[config.mk]
export PLATFORM = sky130hd
export DESIGN_NAME = piso_shift_param
export DESIGN_NICKNAME = d
export VERILOG_FILES = /design/src/rtl/piso_shift_param.sv
export SDC_FILE = /design/constraint.sdc
export NUM_CORES = 1
export LEC_CHECK = 0
export ABC_AREA = 1
export CORE_UTILIZATION = 51
export CTS_CLUSTER_DIAMETER = 100
export DETAILED_ROUTE_END_ITERATION = 6
export GPL_TIMING_DRIVEN = 0
export PLACE_DENSITY = 0.82
export REMOVE_ABC_BUFFERS = 1
export SETUP_SLACK_MARGIN = 0.02
export SYNTH_ARGS = -nofsm -noshare
export SYNTH_HDL_FRONTEND = slang
export SYNTH_SLANG_ARGS = --single-unit
export TNS_END_PERCENT = 10
[constraint.sdc]
create_clock -name clk -period 2.2 [get_ports clk]
set_clock_uncertainty 0.15 [all_clocks]
set_input_delay 0.44 -clock clk [delete_from_list [all_inputs] [get_ports clk]]
set_output_delay 0.44 -clock clk [all_outputs]
set_load 0.005 [all_outputs]
[src/rtl/piso_shift_param.sv]
// Parallel-in/serial-out shifter: word accepted on load_valid&&load_ready, first bit on serial_out the next cycle.
// shift_en=0 stalls the frame; load_ready also opens on the final consumed bit so back-to-back frames have no gap.
module piso_shift_param #(
  parameter int unsigned WIDTH      = 8,
  parameter bit          MSB_FIRST  = 1'b1,
  parameter logic        IDLE_LEVEL = 1'b0
) (
  input  logic                     clk,
  input  logic                     reset,
  input  logic                     load_valid,
  output logic                     load_ready,
  input  logic [WIDTH-1:0]         data_in,
  input  logic                     shift_en,
  output logic                     serial_out,
  output logic                     busy,
  output logic                     last_bit,
  output logic [$clog2(WIDTH)-1:0] bit_index
);

  localparam int CW = $clog2(WIDTH + 1);
  localparam int IW = $clog2(WIDTH);

  typedef enum logic {IDLE, SHIFT} state_t;

  state_t           state, state_nxt;
  logic [WIDTH-1:0] sr, sr_nxt;
  logic [CW-1:0]    cnt, cnt_nxt;
  logic             final_bit;
  logic             load_acc;

  always_ff @(posedge clk) begin
    if (reset) begin
      state <= IDLE;
      sr    <= '0;
      cnt   <= '0;
    end else begin
      state <= state_nxt;
      sr    <= sr_nxt;
      cnt   <= cnt_nxt;
    end
  end

  always_comb begin
    final_bit  = (state == SHIFT) && (cnt == CW'(1)) && shift_en;
    load_ready = (state == IDLE) || final_bit;
    load_acc   = load_valid && load_ready;
    state_nxt  = state;
    sr_nxt     = sr;
    cnt_nxt    = cnt;
    if (load_acc) begin
      // A load on the final consumed bit overrides the return to IDLE.
      state_nxt = SHIFT;
      sr_nxt    = data_in;
      cnt_nxt   = CW'(WIDTH);
    end else if ((state == SHIFT) && shift_en) begin
      sr_nxt  = MSB_FIRST ? (sr << 1) : (sr >> 1);
      cnt_nxt = cnt - CW'(1);
      if (cnt == CW'(1)) state_nxt = IDLE;
    end
  end

  always_comb begin
    busy       = (state == SHIFT);
    last_bit   = final_bit;
    serial_out = IDLE_LEVEL;
    bit_index  = '0;
    if (state == SHIFT) begin
      serial_out = MSB_FIRST ? sr[WIDTH-1] : sr[0];
      bit_index  = IW'(CW'(WIDTH) - cnt);
    end
  end

endmodule
==> results of run 1 <==
[registers in the layout, summed over array words and instances, names as in the netlist]
name,flops
cnt,4
busy,1
sr,8
[where the power goes]
group	internal, mW	switching [mW]	leakage [nW]
Clock	0.0702	0.0785	0.0150
Combinational	0.0599	0.0686	0.388
Sequential	0.251	0.0115	0.108
Total	0.381	0.159	0.512
[worst max-delay path: cells and delay by family (launching register included)]
family | cells | cell delay (ns)
simple gates | 1 | 0.04
fa+ha+maj | 1 | 0.26
buf+inv | 3 | 0.60
flops | 1 | 0.37
[logic make-up after synthesis]
family                     Yosys count
and+or+nand+nor                     65
buffers and inverters               26
DFF                                 13
AOI/OAI and AO/OA                    7
adders and majority gates            2
xor gates and xnor gates             1
muxes                                1
[repair_timing]
item	in CTS	in global routing
resized for setup	12	2
setup endpoints to repair	4	1
cloned	0	0
pin swaps	2	1
buffers inserted	2	2
[path summary, 6_finish.rpt]
| path | start | cells past startpoint | slack [ns] | endpoint |
|---|---|---|---|---|
| hold / removal | sr[0]$_SDFFE_PP0P_ | 2 | 0.33 | sr[0]$_SDFFE_PP0P_ |
| setup / recovery | cnt[0]$_SDFFE_PP0P_ | 5 | 0.07 | bit_index[1] |
| hold reg to reg | sr[0]$_SDFFE_PP0P_ | 2 | 0.33 | sr[0]$_SDFFE_PP0P_ |
| setup reg to reg | cnt[0]$_SDFFE_PP0P_ | 12 | 0.44 | sr[1]$_SDFFE_PP0P_ |
[metal layers]
metal,wire length (um),part of all wire (%)
met5,0,0
met3,121,6.8
met2,859,48
met1,778,44
met4,27,1.5
[layout make-up]
| class | instances | area share, % |
|---|---|---|
| well taps | 15 | 1.82 |
| flip-flops and latches | 13 | 25.9 |
| repair buffers | 22 | 20.1 |
| clock buffers | 4 | 2.55 |
| multi-input cells | 76 | 41.6 |
| inverters | 22 | 8.03 |
[cells in the final DEF, fill, tap and decap left out]
| master | Yosys | routed |
|---|---|---|
| a21oi_1 | 7 | 7 |
| buf_4 | 1 | 4 |
| clkbuf_1 | 0 | 1 |
| clkbuf_4 | 0 | 3 |
| clkdlybuf4s15_1 | 0 | 1 |
| clkdlybuf4s50_1 | 0 | 14 |
| dfxtp_1 | 13 | 10 |
| dfxtp_2 | 0 | 2 |
| dfxtp_4 | 0 | 1 |
| dlygate4sd2_1 | 0 | 3 |
| ha_1 | 2 | 1 |
| ha_4 | 0 | 1 |
| inv_1 | 22 | 20 |
| inv_2 | 0 | 2 |
| mux2i_2 | 1 | 1 |
| nand2_1 | 35 | 35 |
| nand2_2 | 1 | 1 |
| nand2_4 | 3 | 2 |
| nand2_8 | 0 | 1 |
| nand3_1 | 9 | 9 |
| nand3_2 | 5 | 5 |
| nor2_1 | 10 | 9 |
| nor2_2 | 0 | 1 |
| nor2_4 | 1 | 1 |
| or2_0 | 1 | 1 |
| xor2_1 | 1 | 1 |
==> results.py, run 1 <==
metrics = {
    "cells_and_area": {
        "fill_cells": 114,
        "final_area_um2": 1030,
        "syn2layout_area_growth_pct": 30.9,
        "layout.nets": 152,
        "multiInputGateArea_um2": 428,
        "stdcell_count": 152,
        "antenna_cells": 0,
        "seqCellArea_um2": 267,
        "layout-drive-gt1-share_pct": 18.2,
        "final_util_pct": 75.3,
    },
    "power": {
        "power_density_nw_per_um2": 525,
        "p_leak_nw": 0.512,
        "ir_worst_vdd_uv": 350,
        "total_power_mw": 0.540,
    },
    "place": {
        "dp_hpwl_mm": 1.14,
        "io_buffers": 18,
        "placed_cells": 144,
        "place.gp.congestion": 0.824,
        "pre_cts_ws_ns": -0.419,
        "postPlaceCellArea_um2": 946,
    },
    "synthesis": {
        "ys_seq_area_share_pct": 33.1,
        "synth_xor_area_share_pct": 1.11,
        "yosysMostFrequentCell": "nand2_1",
        "synth_area_um2": 786,
        "ys_async_sr_fraction_pct": 0,
        "yosys.cell_types.count": 18,
        "synth-compound-area-share_pct": 4.46,
        "synth_fa_ha_area_share_pct": 3.18,
        "yosys-mux-area-fraction_pct": 1.75,
        "synth_top_area_share_pct": 33.1,
        "synthTopCellsByCount": "35 x nand2_1, 22 x inv_1, 13 x dfxtp_1",
        "synth_cells": 115,
        "synth_warnings": 0,
        "synth_area_leaders": "dfxtp_1 33%, nand2_1 17%, inv_1 11%",
        "synth_top_family_by_area": "simple AND/OR/NAND/NOR gates",
        "synth-simple-area-share_pct": 40.9,
        "syn-mean-instance-area_um2": 6.83,
        "synthFlopType": "dfxtp_1",
        "synth-edff-count": 0,
        "ys_ff_latch": 13,
        "synth_top_area_cell": "dfxtp_1",
    },
    "global_route": {
        "grt_max_degree": 12,
        "grt.busiest_layer": "met2",
        "grt_util_met2_pct": 36.7,
        "grt_use_total_pct": 22.7,
        "antenna_found_initial": 0,
        "grt_overflow": 0,
        "grt_pass1_wl_mm": 2.51,
        "grt_pass1_vias": 592,
        "grt_util_met1_pct": 29.7,
        "met3_usage_pct": 3.26,
    },
    "sta": {
        "hold_viol": 0,
        "period_share_pct": 97.0,
        "layout_setup_ws_ns": 0.0653,
        "tns_ns": 0,
        "fmax_mhz": 468,
        "setup_viol": 0,
        "holdWs_ns": 0.331,
        "layout_min_cycle_time_ns": 2.13,
        "tightestPinTransition_ns": 0.578,
        "slew_violations": 0,
        "slew_headroom_pct": 61.4,
        "rsz0062_at_grt": "no",
    },
    "clock_tree": {
        "hold_buffers": 0,
        "cts-buffers-inserted": 3,
        "root_buffer": "clkbuf_4",
        "htree_levels": 1,
        "cts_max_path_buffers": 2,
        "path_clk_slew_ns": 0.08,
        "cts_tree": "built",
        "clock-sinks": 13,
        "insertion_delay_ns": 0.27,
    },
    "setup_path": {
        "slowest_stage": "clkdlybuf4s50_1",
        "crit_arrival_ns": 1.54,
        "required_ns": 1.61,
        "slowest_delay_ns": 0.48,
        "crit_path_end_kind": "primary output",
        "crit_chain": "inv_2, ha_4, nand2_1, inv_1, clkdlybuf4s50_1",
        "path_class": "register to primary output",
        "crit_path_start_kind": "register",
        "critPathMaxFanout": 4,
    },
    "route": {
        "ant_nets": 0,
        "remaining_drc_errors": 0,
        "vias_per_cell": 5.05,
        "first_pass_iters": 4,
        "vias": 768,
        "wl_per_cell_um": 11.8,
        "finalWirelength_mm": 1.79,
        "drt-initial-drc-count": 26,
    },
    "floorplanning": {
        "die_h_um": 41.3,
        "fp.dieW_um": 41.3,
        "die-area_um2": 1700,
        "ios": 19,
        "num_rows": 13,
        "initial_core_util_pct": 57.5,
        "core-area_um2": 1370,
    },
    "job": {
        "cap_viol_max_count": 0,
    },
    "run_status": {
        "outcome": "finished, final reports clean",
    },
    "worst_hold_path": {
        "min_path_type": "register to register",
    },
}
Power figures use the tool's default switching activity.
==> inputs of run 2 (changes only) <==
- HOLD_SLACK_MARGIN: not set -> 0.08
==> results of run 2 <==
The final DEF is identical to that of run 1; final timing and power are the same.
